==> src/rtl/titan_spi_target.sv <==
// SPI mode-0 target front end: oversamples the SCK/CS/PICO pads in the system clock domain,
// turns PICO into a byte stream and shifts queued response bytes out on POCI.
module titan_spi_target #(
  parameter int          SYNC_STAGES = 2,
  parameter logic [7:0]  IDLE_BYTE   = 8'hFF
) (
  input  logic       sys_clock_i,
  input  logic       sys_reset_i,
  input  logic       spi_clock_i,
  input  logic       spi_cs_i,
  input  logic       spi_pico_i,
  output logic       spi_poci_o,
  output logic [7:0] rx_data_o,
  output logic       rx_valid_o,
  output logic       rx_first_o,
  input  logic [7:0] tx_data_i,
  input  logic       tx_valid_i,
  output logic       tx_ready_o,
  output logic       tx_underrun_o,
  output logic       frame_active_o,
  output logic       frame_end_o,
  output logic [1:0] dbg_state_o
);

  typedef enum logic [1:0] {
    WAIT_IDLE = 2'd0,
    IDLE      = 2'd1,
    ACTIVE    = 2'd2
  } state_e;

  // Pad synchronizers plus one history flop each for SCK and CS edge detection.
  logic [SYNC_STAGES-1:0] sck_sync_q;
  logic [SYNC_STAGES-1:0] cs_sync_q;
  logic [SYNC_STAGES-1:0] pico_sync_q;
  logic                   sck_hist_q;
  logic                   cs_hist_q;
  logic [SYNC_STAGES:0]   primed_q;

  logic sck_s, cs_s, pico_s;
  logic sck_rise, sck_fall, cs_rise, cs_fall;
  logic primed;

  always_ff @(posedge sys_clock_i) begin
    if (sys_reset_i) begin
      sck_sync_q  <= '0;
      cs_sync_q   <= '1;
      pico_sync_q <= '0;
      sck_hist_q  <= 1'b0;
      cs_hist_q   <= 1'b1;
      primed_q    <= '0;
    end else begin
      sck_sync_q  <= {sck_sync_q[SYNC_STAGES-2:0], spi_clock_i};
      cs_sync_q   <= {cs_sync_q[SYNC_STAGES-2:0], spi_cs_i};
      pico_sync_q <= {pico_sync_q[SYNC_STAGES-2:0], spi_pico_i};
      sck_hist_q  <= sck_s;
      cs_hist_q   <= cs_s;
      primed_q    <= {primed_q[SYNC_STAGES-1:0], 1'b1};
    end
  end

  assign sck_s    = sck_sync_q[SYNC_STAGES-1];
  assign cs_s     = cs_sync_q[SYNC_STAGES-1];
  assign pico_s   = pico_sync_q[SYNC_STAGES-1];
  assign sck_rise = sck_s & ~sck_hist_q;
  assign sck_fall = ~sck_s & sck_hist_q;
  assign cs_rise  = cs_s & ~cs_hist_q;
  assign cs_fall  = ~cs_s & cs_hist_q;
  // The CS chain comes out of reset reading "high"; that is not a real idle
  // observation until the pad value has propagated through every stage.
  assign primed   = primed_q[SYNC_STAGES];

  state_e     state_q, state_d;
  logic [2:0] bit_cnt_q, bit_cnt_d;
  logic       first_q, first_d;
  logic [7:0] rx_shift_q, rx_shift_d;
  logic [7:0] tx_shift_q, tx_shift_d;
  logic [7:0] hold_q, hold_d;
  logic       hold_full_q, hold_full_d;
  logic [7:0] rx_data_q, rx_data_d;
  logic       rx_valid_q, rx_valid_d;
  logic       rx_first_q, rx_first_d;
  logic       underrun_q, underrun_d;
  logic       frame_end_q, frame_end_d;
  logic       poci_q, poci_d;
  logic       load;

  always_comb begin
    state_d     = state_q;
    bit_cnt_d   = bit_cnt_q;
    first_d     = first_q;
    rx_shift_d  = rx_shift_q;
    tx_shift_d  = tx_shift_q;
    hold_d      = hold_q;
    hold_full_d = hold_full_q;
    rx_data_d   = rx_data_q;
    rx_valid_d  = 1'b0;
    rx_first_d  = 1'b0;
    underrun_d  = 1'b0;
    frame_end_d = 1'b0;
    load        = 1'b0;

    case (state_q)
      WAIT_IDLE: begin
        if (primed && cs_s) state_d = IDLE;
      end
      IDLE: begin
        if (cs_fall) begin
          state_d   = ACTIVE;
          load      = 1'b1;
          bit_cnt_d = '0;
          first_d   = 1'b1;
        end
      end
      ACTIVE: begin
        // CS release wins over any SCK edge seen in the same cycle.
        if (cs_rise) begin
          state_d     = IDLE;
          frame_end_d = 1'b1;
          bit_cnt_d   = '0;
        end else if (sck_rise) begin
          rx_shift_d = {rx_shift_q[6:0], pico_s};
          bit_cnt_d  = bit_cnt_q + 3'd1;
          if (bit_cnt_q == 3'd7) begin
            rx_data_d  = {rx_shift_q[6:0], pico_s};
            rx_valid_d = 1'b1;
            rx_first_d = first_q;
            first_d    = 1'b0;
            load       = 1'b1;
          end
        end else if (sck_fall && (bit_cnt_q != 3'd0)) begin
          tx_shift_d = {tx_shift_q[6:0], 1'b0};
        end
      end
      default: state_d = WAIT_IDLE;
    endcase

    if (load) begin
      hold_full_d = 1'b0;
      if (hold_full_q) begin
        tx_shift_d = hold_q;
      end else begin
        tx_shift_d = IDLE_BYTE;
        underrun_d = 1'b1;
      end
    end

    // tx stream: a byte moves into the holding register on any cycle where
    // tx_valid_i and tx_ready_o are both high; tx_ready_o means "holding empty".
    // A load in the same cycle took the old (empty) content, so capture still wins.
    if (tx_valid_i && !hold_full_q) begin
      hold_full_d = 1'b1;
      hold_d      = tx_data_i;
    end

    poci_d = (state_d == ACTIVE) ? tx_shift_d[7] : 1'b0;
  end

  always_ff @(posedge sys_clock_i) begin
    if (sys_reset_i) begin
      state_q     <= WAIT_IDLE;
      bit_cnt_q   <= '0;
      first_q     <= 1'b0;
      rx_shift_q  <= '0;
      tx_shift_q  <= '0;
      hold_q      <= '0;
      hold_full_q <= 1'b0;
      rx_data_q   <= '0;
      rx_valid_q  <= 1'b0;
      rx_first_q  <= 1'b0;
      underrun_q  <= 1'b0;
      frame_end_q <= 1'b0;
      poci_q      <= 1'b0;
    end else begin
      state_q     <= state_d;
      bit_cnt_q   <= bit_cnt_d;
      first_q     <= first_d;
      rx_shift_q  <= rx_shift_d;
      tx_shift_q  <= tx_shift_d;
      hold_q      <= hold_d;
      hold_full_q <= hold_full_d;
      rx_data_q   <= rx_data_d;
      rx_valid_q  <= rx_valid_d;
      rx_first_q  <= rx_first_d;
      underrun_q  <= underrun_d;
      frame_end_q <= frame_end_d;
      poci_q      <= poci_d;
    end
  end

  assign spi_poci_o     = poci_q;
  assign rx_data_o      = rx_data_q;
  assign rx_valid_o     = rx_valid_q;
  assign rx_first_o     = rx_first_q;
  assign tx_ready_o     = ~hold_full_q;
  assign tx_underrun_o  = underrun_q;
  assign frame_active_o = (state_q == ACTIVE);
  assign frame_end_o    = frame_end_q;
  assign dbg_state_o    = state_q;

endmodule

==> config.mk <==
export PLATFORM = sky130hd
export DESIGN_NAME = titan_spi_target
export DESIGN_NICKNAME = d
export VERILOG_FILES = /design/src/rtl/titan_spi_target.sv
export SDC_FILE = /design/constraint.sdc
export NUM_CORES = 1
export LEC_CHECK = 0
export ABC_AREA = 1
export BUFFER_PORTS_ARGS = -buffer_cell sky130_fd_sc_hd__buf_2
export CAP_MARGIN = 10
export CELL_PAD_IN_SITES_DETAIL_PLACEMENT = 0
export CELL_PAD_IN_SITES_GLOBAL_PLACEMENT = 1
export CORE_ASPECT_RATIO = 0.5
export CORE_UTILIZATION = 41
export DETAILED_ROUTE_END_ITERATION = 8
export GPL_TIMING_DRIVEN = 1
export PLACE_DENSITY_LB_ADDON = 0.05
export SLEW_MARGIN = 5
export SYNTH_ARGS = -nofsm -noshare
export SYNTH_HDL_FRONTEND = slang
export SYNTH_SLANG_ARGS = --single-unit
==> constraint.sdc <==
create_clock -name sys_clock_i -period 1.75 [get_ports sys_clock_i]
set_input_delay 0 -clock sys_clock_i [delete_from_list [all_inputs] [get_ports sys_clock_i]]
set_output_delay 0 -clock sys_clock_i [all_outputs]
set_load 0.005 [all_outputs]
**Yosys cells after proc, flatten, opt, wreduce, memory -nomap -nowiden**

Cells that the tools add are included.

- Add/subtract/negate cells: 1
- Equal/unequal tests: 11
- Muxes and demuxes: 29
- Bitwise operators: 15
- Reductions and logical operators: 19

Operators by type and width:

| kind | count |
|---|---|
| 2-to-1 mux 8 bit | 6 |
| 2-to-1 mux 1 bit | 13 |
| inverter 1 bit | 11 |
| 2-to-1 mux 3 bit | 3 |
| != test 2 x 1 -> 1 bit, second input constant | 4 |
| AND reduction 4 bit | 2 |
| nonzero test 2 bit | 4 |
| 2-to-1 mux 2 bit | 3 |
| one-hot mux 2 bit (3 select lines) | 1 |
| one-hot mux 3 bit (2 select lines) | 1 |
| AND reduction 3 bit | 2 |
| OR reduction 2 bit | 3 |
| AND reduction 5 bit | 1 |
| OR reduction 5 bit | 1 |
| bitwise AND 1 bit | 4 |
| equality test 2 bit, second input constant | 2 |
| != test 2 bit, second input constant | 2 |
| one-hot mux 1 bit (2 select lines) | 2 |
| adder 3 x 1 -> 3 bit, second input constant | 1 |
| equality test 3 bit, second input constant | 1 |
| logical AND 1 bit | 3 |
| != test 3 x 1 -> 1 bit, second input constant | 1 |
| nonzero test 3 bit | 1 |
| equality test 2 x 1 -> 1 bit, second input constant | 1 |
| 2 further kinds | 2 |

- Flip-flop bits (word level): 54
- Output and inout bits: 17
- Logic and storage cells: 96

**Depth between registers and ports, before layout**

- Depth after elaboration: 8
- Mapped depth: 10
- Mapped depth without buffers: 10

**Least setup slack after synthesis**

No wires, ideal clock.

- Kind: reg-to-reg
- Start: reg state_q[0], in the netlist dbg_state_o[0]
- End: reg first_q
- Setup time: 132 ps
- Data arrival time: 1387 ps
- Data required time: 1618 ps
- Path slack: 231 ps
- Cell stages (with the launch flop): 7
- Period minus slack after synthesis: 1519 ps
- Cells stage by stage: dfxtp_1 > inv_1 > ha_1 > clkbuf_1 > nand3_1 > o21ai_0 > a21oi_1

- Cells in the longest elaborated chain, start to end: 3
- Elaborated cells on any way between the ends: 9
- Those cells by class: eq/ne: 6; mux: 1; reduce/logical: 2

Ends and longest elaborated chain:

| item | RTL line | text |
|---|---|---|
| start: declaration | 72 | `state_e state_q, state_d;` |
| start signal: assignment | 174 | `state_q <= state_d;` |
| equality test 2 bit / equality test 2 x 1 -> 1 bit (equally long branches) | 102 | `case (state_q)` |
| != test 2 x 1 -> 1 bit (no line), or another cell as far along | - |  |
| AND reduction 5 bit (no line) | - |  |
| end signal: assignment | 176 | `first_q <= first_d;` |
| end: declaration | 74 | `logic first_q, first_d;` |

Parallel ways exist; a longest one is shown, timed or not.
A chain may end at the register's enable or synchronous reset.

**Worst setup path after layout**

- Start: reg state_q[0], in the netlist dbg_state_o[0]
- End: reg tx_shift_q[6]

- Cells in the longest elaborated chain, start to end: 4
- Elaborated cells on any way between the ends: 9
- Those cells by class: eq/ne: 4; mux: 2; reduce/logical: 3

Ends and longest elaborated chain:

| item | RTL line | text |
|---|---|---|
| equality test 2 bit / equality test 2 x 1 -> 1 bit (equally long branches) | 102 |  |
| one-hot mux 1 bit (2 select lines) | 102 |  |
| != test 2 x 1 -> 1 bit (no line) / nonzero test 2 bit (equally long branches) | - |  |
| AND reduction 4 bit (no line) | - |  |
| end signal: assignment | 178 | `tx_shift_q <= tx_shift_d;` |
| end: declaration | 76 | `logic [7:0] tx_shift_q, tx_shift_d;` |

Parallel ways exist; a longest one is shown, timed or not.

==> flow_summary_export.csv <==
group,metric,value,unit
timing,fin_crit_sh,0.898,
worst_setup_path,critical_path_class,"reg2reg",
route,viasPerCell,4.46,
clock_tree,path_clk_slew,0.10,ns
floorplan,die_area,5780,um^2
synthesis,synthFlopType,"dfxtp_1",
timing,final_max_slew_viol_count,0,
timing,max_freq,636,MHz
route,wirelength,4400,um
power,power_density,835,nW/um^2
worst_setup_path,cp_max_fo,16,
global_route,first_global_vias,1728,
cells_and_area,final_util,0.539,
synthesis,synth-seq-cells,54,
timing,tns,0,ns
route,drcViolationCount,0,
synthesis,synthDistinctLibCells,21,
clock_tree,clockRootBuffer,"clkbuf_8",
timing,period_minus_slack,1.57,ns
cells_and_area,fin_nets,371,
synthesis,netlist_top_cells_count,"nand2_1 (83), dfxtp_1 (54), inv_1 (44)",
floorplan,die_x,106,um
synthesis,synth_area,2240,um^2
synthesis,synth_fp_nets,322,
timing,finalHoldViolCount,0,
synthesis,synth_top_area_cell,"dfxtp_1",
global_route,grt_max_degree,36,
global_route,grt_overflow,0,
power,p_leak,1.31,nW
clock_tree,tritoncts,"yes",
cells_and_area,drive_gt1_frac,0.194,
route,drt_first_pass_iters,4,
worst_setup_path,crit_path_end_kind,"flip-flop",
cells_and_area,antennaDiodeCount,0,
synthesis,synth_area_leaders,"dfxtp_1 (48%), nand2_1 (14%), inv_1 (7.4%)",
timing,whs,0.160,ns
power,ir_worst_vdd,363,uV
place,dp_hpwl,3040,um
route,vias,1879,
floorplan,start_util,0.440,
global_route,antenna_found_initial,0,
timing,relSlewSlack,0.637,
run_status,outcome,"completed",
timing,setup_violations,0,
cells_and_area,area_growth,22.5,%
clock_tree,clk_path_buf_depth,2,
cells_and_area,fin_area,2740,um^2
floorplan,num_rows,18,
global_route,grt_pass1_wl,7300,um
synthesis,yosys.cell_count.top_type,"nand2_1",
worst_hold_path,min_path_type,"in2reg",
timing,skew,0.00545,ns
worst_setup_path,worstPathArrival,1.79,ns
worst_setup_path,start_kind,"flip-flop",
global_route,grt_util_all_layers,0.165,
cells_and_area,nFillCells,514,
route,first_iter_violations,60,
worst_setup_path,required,1.97,ns
synthesis,yosys_warnings,0,
route,ant_nets,0,
clock_tree,clk_latency,0.31,ns
timing,rsz0062_at_grt,"no",
floorplan,core_area,5090,um^2
clock_tree,cts_made_buffers,5,
synthesis,synth_top_area_frac,0.483,
floorplan,ios,31,
place,portBuffers,30,
job,max_cap_violations,0,
floorplan,die_h,54.2,um
synthesis,ys_seq_area_frac,0.483,
timing,worst_pin_slew,0.544,ns
clock_tree,clock_sinks,54,
synthesis,avgSynthCellArea,7.44,um^2
synthesis,syn_inst,301,
place,place_area,2470,um^2
synthesis,synth_edf_count,0,
route,wl_per_cell,10.5,um
synthesis,ys_async_sr_fraction,0,
place,gp_congestion,0.755,
clock_tree,htree_num_levels,2,
==> critical path, stage by stage, from the launching register on <==
cell	delay, ns
dfxtp_1	0.35
inv_1	0.12
ha_2	0.23
nand2_4	0.10
o21ai_4	0.26
nand2_4	0.17
nand2_1	0.09
nand2_1	0.05
inv_1	0.06
nor2_2	0.04
==> repair_timing <==
action	4_1_cts	5_1_grt
resized for setup	0	2
hold endpoints to repair	11	0
setup buffers	0	4
endpoints found under the setup margin	0	7
hold buffers	12	0
==> layout by cell type, fill, tap and decap left out, drive strengths merged <==
cell type	count
clkbuf	5
nand3	23
nor2	29
ha	7
o21ai	11
nor3	2
inv	47
or2	2
bufinv	1
dlygate4sd3	12
nand2	87
a21oi	30
dfxtp	54
buf	40
and3	1
==> report_power, final <==
group | internal [mW] | total (mW) | switching, mW | leakage [nW]
Sequential | 1.26 | 1.27 | 0.0116 | 0.440
Clock | 0.437 | 0.862 | 0.425 | 0.0591
Combinational | 0.0672 | 0.158 | 0.0909 | 0.808
Total | 1.76 | 2.29 | 0.527 | 1.31
==> through the flow <==
stage | total power, mW | setup WS, ns | instances
6_report | 2.29 | 0.178 | 421
5_1_grt | 2.39 | 0.0189 | 421
4_1_cts | 2.32 | 0.122 | 417
3_5_place_dp | 1.44 | 0.142 | 397
3_3_place_gp | 1.43 | 0.183 | 397
2_1_floorplan | 1.39 | 0.231 | 301
==> flip-flops by register name, summed over array words and instances (netlist names), 2 cells and up <==
signal,flops
cs_sync_q,2
sck_sync_q,2
dbg_state_o,2
tx_shift_q,8
rx_shift_q,7
hold_q,8
rx_data_o,8
bit_cnt_q,3
primed_q,3
pico_sync_q,2
==> metal layers <==
metal	wire [um]	track usage
met5	0	0
met3	147	0.0464
met2	2030	0.304
met4	34	0.0479
met1	2190	0.196
==> worst paths after layout <==
check	to	depth (start not counted)	from	slack (ns)
worst max-delay path	tx_shift_q[6]	9	dbg_state_o[0]	0.18
worst min-delay path	primed_q[0]	2	sys_reset_i	0.16
worst max register to register	tx_shift_q[6]	9	dbg_state_o[0]	0.18
worst min register to register	primed_q[1]	2	primed_q[0]	0.41
==> cell type report <==
| type | count | area (um^2) | share of cell area |
|---|---|---|---|
| Timing Repair Buffer | 52 | 345 | 0.126 |
| Sequential cell | 54 | 1080 | 0.394 |
| Clock buffer | 5 | 68.8 | 0.0251 |
| Multi-Input combinational cell | 192 | 943 | 0.344 |
| Clock inverter | 3 | 47.5 | 0.0173 |
| Tap cell | 70 | 87.6 | 0.0319 |
| Inverter | 45 | 169 | 0.0616 |
==> logic make-up (layout without fill, tap and decap cells) <==
kind of cell / Yosys count / in the layout / synth area share
adder cells (fa/ha/maj): 7 / 7 / 0.0391
buffers and inverters: 55 / 105 / 0.0978
flip-flops: 54 / 54 / 0.483
AND/OR/NAND/NOR: 144 / 144 / 0.283
AO/OA/AOI/OAI: 41 / 41 / 0.0967
Power figures use the tool's default switching activity.
